[src/rtl/fifo_pkt_arbiter.sv]
// Packet-atomic two-source arbiter in front of a single FIFO write port.
// A grant is held from the first accepted word through the EOF transfer, then one IDLE cycle re-arbitrates.
module fifo_pkt_arbiter #(
    parameter int WIDTH = 36,
    parameter bit PRIO  = 1'b0
) (
    input  logic             clk,
    input  logic             rst,
    input  logic             clear,
    input  logic [WIDTH-1:0] in0_data,
    input  logic             in0_src_rdy,
    output logic             in0_dst_rdy,
    input  logic [WIDTH-1:0] in1_data,
    input  logic             in1_src_rdy,
    output logic             in1_dst_rdy,
    output logic [WIDTH-1:0] fifo_data,
    output logic             fifo_write,
    input  logic             fifo_full,
    output logic [1:0]       active,
    output logic [15:0]      pkt_count0,
    output logic [15:0]      pkt_count1
);
    localparam int EOF_BIT = 33;

    typedef enum logic [1:0] {
        IDLE  = 2'd0,
        SEND0 = 2'd1,
        SEND1 = 2'd2
    } state_t;

    state_t      state;
    state_t      state_next;
    logic        last_served;
    logic [15:0] cnt0;
    logic [15:0] cnt1;
    logic        eof_xfer0;
    logic        eof_xfer1;

    // fifo_full reaches the state register only through these transfer terms
    assign eof_xfer0 = (state == SEND0) & in0_src_rdy & ~fifo_full & in0_data[EOF_BIT];
    assign eof_xfer1 = (state == SEND1) & in1_src_rdy & ~fifo_full & in1_data[EOF_BIT];

    assign pkt_count0 = cnt0;
    assign pkt_count1 = cnt1;

    always_ff @(posedge clk) begin
        if (rst || clear) begin
            state       <= IDLE;
            last_served <= 1'b1;
            cnt0        <= 16'd0;
            cnt1        <= 16'd0;
        end else begin
            state <= state_next;
            if (eof_xfer0) begin
                cnt0        <= cnt0 + 16'd1;
                last_served <= 1'b0;
            end
            if (eof_xfer1) begin
                cnt1        <= cnt1 + 16'd1;
                last_served <= 1'b1;
            end
        end
    end

    always_comb begin
        state_next = state;
        case (state)
            IDLE: begin
                if (in0_src_rdy && in1_src_rdy)
                    state_next = (PRIO || last_served) ? SEND0 : SEND1;
                else if (in0_src_rdy)
                    state_next = SEND0;
                else if (in1_src_rdy)
                    state_next = SEND1;
            end
            SEND0:   if (eof_xfer0) state_next = IDLE;
            SEND1:   if (eof_xfer1) state_next = IDLE;
            default: state_next = IDLE;
        endcase
    end

    always_comb begin
        in0_dst_rdy = 1'b0;
        in1_dst_rdy = 1'b0;
        fifo_write  = 1'b0;
        fifo_data   = in0_data;
        active      = 2'b00;
        case (state)
            SEND0: begin
                in0_dst_rdy = ~fifo_full;
                fifo_write  = in0_src_rdy & ~fifo_full;
                active      = 2'b01;
            end
            SEND1: begin
                in1_dst_rdy = ~fifo_full;
                fifo_write  = in1_src_rdy & ~fifo_full;
                fifo_data   = in1_data;
                active      = 2'b10;
            end
            default: ;
        endcase
    end
endmodule

[config.mk]
export PLATFORM = sky130hd
export DESIGN_NAME = fifo_pkt_arbiter
export DESIGN_NICKNAME = d
export VERILOG_FILES = /design/src/rtl/fifo_pkt_arbiter.sv
export SDC_FILE = /design/constraint.sdc
export NUM_CORES = 1
export LEC_CHECK = 0
export CORE_AREA = 4 4 90 100
export DETAILED_ROUTE_END_ITERATION = 16
export DIE_AREA = 0 0 94 104
export PLACE_DENSITY = 0.66
export RECOVER_POWER = 50
export SLEW_MARGIN = 20
export SYNTH_ARGS = -nofsm -noshare
export SYNTH_HDL_FRONTEND = slang
export SYNTH_SLANG_ARGS = --single-unit
[constraint.sdc]
create_clock -name clk -period 2.1 [get_ports clk]
set_input_delay 0.315 -clock clk [delete_from_list [all_inputs] [get_ports clk]]
set_output_delay 0.315 -clock clk [all_outputs]
set_load 0.005 [all_outputs]
==> flow_metrics.py, run 1 <==
metrics = {
    "outcome": {
        "outcome": "completed",
    },
    "worst_setup_path": {
        "setup.worst_path.start": "state[0]$_SDFFE_PP0P_",
        "reg2regPathDepth": 9,
        "r2r-end": "pkt_count0[13]$_SDFFE_PP0P_",
        "required_ns": 1.78,
        "crit_arrival_ns": 1.71,
        "crit_end": "fifo_data[23]",
        "r2r-start": "state[1]$_SDFFE_PP0P_",
        "startpoint_type": "flop",
        "end_kind": "output port",
        "critPathMaxFanout": 8,
        "crit_type": "flop to output port",
        "rrSetupSlack_ns": 0.14,
    },
    "floorplanning": {
        "io_pins": 151,
        "rows": 34,
        "core_um2": 7913,
        "die_area_um2": 9776,
        "start_util_pct": 26.71,
        "die_x_um": 94,
        "die_h_um": 104,
    },
    "clocking": {
        "cts_hold_buf": 0,
        "clkTransAtPathRegs_ns": 0.07,
        "cts_sinks": 35,
        "root_buffer": "clkbuf_8",
        "worstSkewPairLatency_ns": 0.28,
        "clockBufferDepth": 2,
        "cts_tree": "built",
        "cts_buffers": 5,
        "htreeDepth": 2,
    },
    "power": {
        "powerDensity_nw_per_um2": 379.8,
        "ir_drop_mv": 0.1789,
        "intPower_uw": 1169,
        "p_leak_uw": 0.001565,
        "pwr-share-comb_pct": 25.4,
        "clock_power_share_pct": 30.6,
        "p_sw_share_pct": 23.03,
        "seqPwrFrac_pct": 44.0,
        "p_sw_uw": 349.7,
    },
    "layout": {
        "postLayoutCoreUtil_pct": 50.52,
        "n_antenna_cell": 0,
        "drive_gt1_share_pct": 19.41,
        "syn2layout_area_growth_pct": 89.16,
        "fin_nets": 491,
    },
    "timing": {
        "slew_viol_final": 0,
        "setup-tns-final_ns": 0,
        "tightest_slew_ns": 0.4730,
        "whs_ns": 0.4780,
        "fin_crit_ns": 2.024,
        "post-route-period-util_pct": 96.37,
        "fmax_mhz": 494.1,
        "setup_viol": 0,
        "fin_worst_skew_ns": 0.005052,
        "slew_headroom_pct": 68.35,
        "hold_viol": 0,
    },
    "flow_run": {
        "max_cap_violations": 0,
    },
    "global_route": {
        "grt_max_degree": 21,
        "antenna_found_initial": 0,
        "grt_pass1_wl_um": 11460,
        "grt_pass1_vias": 2427,
        "overflow": 0,
        "grt_use_total_pct": 14.52,
    },
    "logic_synthesis": {
        "seq_area_frac_synth_pct": 33.16,
        "synth.distinct_cells": 37,
        "syn_nets": 320,
        "synth_seq_cells": 35,
        "yosysWarnings": 0,
        "synth.avg_cell_area_um2": 8.993,
        "synthCells": 235,
        "synth_edf_count": 0,
        "async_flop_share_pct": 0,
        "ys.flop_type": "dfxtp_1",
        "synth.cell_area_um2": 2113,
    },
    "route": {
        "drt_iter0_markers": 87,
        "detail-route-antenna-nets": 0,
        "via_per_inst": 4.621,
        "vias": 2380,
        "wl_um": 7096,
        "wl_per_cell_um": 13.78,
        "drc": 0,
        "drt_pass1_iterations": 4,
    },
    "place": {
        "dpl.hpwl_um": 5772,
        "place.gp.congestion": 0.7626,
        "numPortBuffers": 150,
    },
    "worst_hold_path": {
        "worstHoldPathType": "flop to flop",
        "worstHoldStart": "last_served$_SDFFE_PP1P_",
    },
}
-- kinds of logic after synthesis --
| kind of cell | Yosys count | share of synthesized area, % |
|---|---|---|
| buf+inv | 14 | 2.545 |
| simple gates | 93 | 23.39 |
| compound gates | 30 | 9.118 |
| xor+xnor | 17 | 7.045 |
| fa+ha+maj | 7 | 4.144 |
| flops | 35 | 33.16 |
| mux | 39 | 20.60 |
-- metal layers --
metal | wire length (um) | GRT usage [%]
met1 | 2716 | 16.22
met2 | 3646 | 25.62
met3 | 660 | 5.644
met4 | 72 | 3.302
met5 | 0 | 0
-- final cells by class --
cell class,instances,area [um2]
fill,792,3915
inverter,4,15.01
multi-input combinational,186,1384
sequential,35,701.9
timing repair buffer,174,1680
tap,108,135.1
clock inverter,1,5.005
clock buffer,7,76.32
-- state kept, by name (all words and copies together), names as in the netlist --
signal	flops
last_served	1
pkt_count0	16
pkt_count1	16
state	2
-- stage by stage --
step           total power, uW  cell area (um2)  cells  setup slack (ns)
3_3_place_gp              1094             3854    500           -0.1248
3_5_place_dp              1098             3854    500           -0.1650
6_report                  1518             3998    515           0.07619
2_1_floorplan            801.4             2113    235           0.02422
4_1_cts                   1548             3935    510          -0.04777
5_1_grt                   1596             3998    515         -0.007174
-- placed cells by master, fill, tap and decap left out, types with 2 or more instances in the layout --
cell type / n
dlymetal6s2s_1: 7
and3_1: 4
a21oi_1: 13
nor4_1: 4
nor2_1: 27
buf_4: 21
o21ai_0: 4
or3_1: 4
clkbuf_1: 2
o31ai_1: 3
mux2_2: 36
nand3_1: 5
mux2i_1: 3
dfxtp_1: 34
or4_1: 3
dlygate4sd2_1: 31
dlygate4sd3_1: 2
clkbuf_8: 5
clkdlybuf4s50_1: 110
nor3_1: 5
a31oi_1: 2
xnor2_1: 11
buf_6: 2
a31o_2: 3
a41o_1: 2
nor2b_1: 2
nand4_1: 9
nand2_1: 19
xor2_1: 6
inv_1: 3
ha_1: 6
-- worst max-delay path, cell delays in order (launching register included) --
cell	delay [ns]
dfxtp_1	0.32
inv_2	0.08
ha_4	0.18
buf_4	0.12
buf_6	0.12
mux2_2	0.34
dlygate4sd2_1	0.27
-- synth_stat cells, types with 2 or more instances --
cell type / number / area (um2)
nand2_1: 19 / 71.32
a31o_2: 3 / 26.28
a31oi_1: 2 / 12.51
clkbuf_1: 8 / 30.03
nor4_1: 5 / 31.28
nor2b_1: 2 / 12.51
dfxtp_1: 35 / 700.7
mux2i_1: 3 / 30.03
ha_1: 7 / 87.58
o21ai_0: 4 / 20.02
xnor2_1: 11 / 96.34
nand4_1: 9 / 56.30
or3_1: 4 / 25.02
and3_1: 4 / 25.02
nand3_1: 6 / 30.03
nor2_1: 27 / 101.4
o31ai_1: 3 / 22.52
mux2_2: 36 / 405.4
or4_1: 3 / 22.52
a21oi_1: 13 / 65.06
and4b_1: 2 / 20.02
xor2_1: 6 / 52.55
a41o_1: 2 / 20.02
nor3_1: 5 / 25.02
inv_1: 4 / 15.01
-- what timing repair did --
action | 4_1_cts | 5_1_grt
pin swaps | 1 | 0
setup buffers | 1 | 5
gates resized for setup | 38 | 10
setup endpoints to repair | 40 | 19
gates cloned | 1 | 0
endpoints found under the hold margin | 0 | 0
-- power by group through the flow --
stage / clock (uW) / combinational [uW] / sequential, uW
floorplan: 0 / 119 / 683
global placement: 0 / 412 / 682
detailed placement: 0 / 416 / 682
CTS: 488 / 393 / 667
global route: 512 / 417 / 667
finish: 464 / 386 / 668
-- worst min path at each step --
stage	to	slack [ns]	cells after the start
2_1_floorplan	last_served$_SDFFE_PP1P_	0.43	2
4_1_cts	last_served$_SDFFE_PP1P_	0.48	2
5_1_grt	pkt_count0[1]$_SDFFE_PP0P_	0.53	2
6_report	last_served$_SDFFE_PP1P_	0.48	2
3_3_place_gp	last_served$_SDFFE_PP1P_	0.46	2
3_5_place_dp	last_served$_SDFFE_PP1P_	0.46	2
Note: power is estimated with default switching activity, not from simulation.
==> inputs of run 2 (changes only) <==
==> constraint.sdc (replaced) <==
create_clock -name clk -period 1.8 [get_ports clk]
set_input_delay 0.27 -clock clk [delete_from_list [all_inputs] [get_ports clk]]
set_output_delay 0.27 -clock clk [all_outputs]
set_load 0.005 [all_outputs]
==> flow_metrics.py, run 2 (synthesis gave the netlist of run 1 again) <==
metrics = {
    "global_route": {
        "overflow": 0,
        "grt_pass1_vias": 2530,
        "grt_pass1_wl_um": 12780,
        "grt_use_total_pct": 16.24,
        "antenna_found_initial": 0,
        "grt_max_degree": 26,
    },
    "floorplanning": {
        "die_h_um": 104,
        "die_x_um": 94,
        "core_um2": 7913,
        "start_util_pct": 26.71,
        "rows": 34,
        "die_area_um2": 9776,
        "io_pins": 151,
    },
    "worst_setup_path": {
        "crit_chain": "inv_2 > ha_4 > buf_12 > buf_6 > nand4b_4 > or4_4 > or3_4 > a21oi_2",
        "critPathMaxStageDelay_ns": 0.45,
        "end_kind": "flop",
        "crit_arrival_ns": 2.17,
        "critPathMaxFanout": 3,
        "crit_slowest_cell": "or4_4",
        "crit_type": "flop to flop",
        "startpoint_type": "flop",
        "required_ns": 2.03,
    },
    "power": {
        "powerDensity_nw_per_um2": 449.2,
        "ir_drop_mv": 0.3650,
        "p_leak_uw": 0.001882,
        "finalPower_uw": 2074,
    },
    "route": {
        "drt_pass1_iterations": 4,
        "wl_per_cell_um": 15.13,
        "drc": 0,
        "wl_um": 8261,
        "via_per_inst": 4.623,
        "vias": 2524,
        "detail-route-antenna-nets": 0,
        "drt_iter0_markers": 71,
    },
    "clocking": {
        "cts_buffers": 5,
        "worstSkewPairLatency_ns": 0.29,
        "cts_sinks": 35,
        "root_buffer": "clkbuf_8",
        "cts_hold_buf": 0,
        "clkTransAtPathRegs_ns": 0.08,
        "clockBufferDepth": 2,
        "cts_tree": "built",
        "htreeDepth": 2,
    },
    "timing": {
        "fin_crit_ns": 1.945,
        "post-route-period-util_pct": 108.1,
        "setup_ws_ns": -0.1453,
        "tightest_slew_ns": 0.4165,
        "fin_worst_skew_ns": 0.01405,
        "hold_viol": 0,
        "setup_viol": 42,
        "slew_headroom_pct": 72.15,
        "setup-tns-final_ns": -2.670,
        "fmax_mhz": 514.1,
        "rsz0062_at_grt": "true",
        "slew_viol_final": 0,
    },
    "place": {
        "place.gp.congestion": 0.8542,
        "placed_cell_area_um2": 4025,
        "numPortBuffers": 150,
        "dpl.hpwl_um": 6072,
        "pre_cts_ws_ns": -0.2841,
        "dp_cells": 519,
    },
    "outcome": {
        "failed_checks": "setup timing",
        "outcome": "finished with violations",
    },
    "layout": {
        "n_antenna_cell": 0,
        "layout_commonest_cell": "clkdlybuf4s50_1",
        "syn2layout_area_growth_pct": 118.5,
        "drive_gt1_share_pct": 38.36,
        "instances_no_fill": 546,
        "fin_nets": 522,
        "final_cell_mix": "clkdlybuf4s50_1 (110), buf_4 (37), buf_6 (35)",
        "stdcell_area_um2": 4617,
    },
    "worst_hold_path": {
        "worstHoldPathType": "flop to flop",
    },
    "flow_run": {
        "max_cap_violations": 0,
    },
}
## run 2: path summary, 6_finish.rpt
kind,startpoint,endpoint,slack (ns),depth (start not counted)
max,state[0]$_SDFFE_PP0P_,pkt_count1[15]$_SDFFE_PP0P_,-0.15,8
min,last_served$_SDFFE_PP1P_,last_served$_SDFFE_PP1P_,0.46,2
max reg2reg,state[0]$_SDFFE_PP0P_,pkt_count1[15]$_SDFFE_PP0P_,-0.15,8
min reg2reg,last_served$_SDFFE_PP1P_,last_served$_SDFFE_PP1P_,0.46,2
## run 2: worst max-delay path: cells and delay by family, from the launching register on
| kind | cells | cell delay (ns) |
|---|---|---|
| and+or+nand+nor | 3 | 0.95 |
| buffers and inverters | 3 | 0.28 |
| AOI/OAI and AO/OA | 1 | 0.14 |
| adders and majority gates | 1 | 0.16 |
| DFF | 1 | 0.33 |
## run 2: what timing repair did
item	in CTS	in global routing
setup endpoints to repair	48	56
endpoints found under the hold margin	0	0
gates resized for setup	194	49
cloned	3	0
pin swaps	12	8
setup buffers	13	6
## run 2: area by class of cell
class                      count  area, um2
clock buffer                   5      68.82
clock inverter                 3      43.79
fill                         686       3296
inverter                       4      15.01
multi-input combinational    186       1607
sequential                    35      705.7
tap                          108      135.1
timing repair buffer         205       2042
## run 2: through the flow
| stage | hold slack (ns) | util, % |
|---|---|---|
| 3_5_place_dp | 0.4464 | 50.87 |
| 6_report | 0.4620 | 58.35 |
| 4_1_cts | 0.4651 | 55.88 |
| 2_1_floorplan | 0.4224 | - |
| 5_1_grt | 0.5188 | 58.35 |
| 3_3_place_gp | 0.4495 | 50.87 |
## run 2: routing by layer
layer / GRT usage [%] / part of all wire [%]
met5: 0 / 0
met4: 3.096 / 1.3
met3: 4.848 / 6.1
met2: 28.11 / 52
met1: 19.78 / 40
## run 2: report_power, final
group / internal [uW] / switching [uW] / total, uW
clock network: 412 / 307 / 720
logic: 406 / 169 / 576
registers: 776 / 2.86 / 779
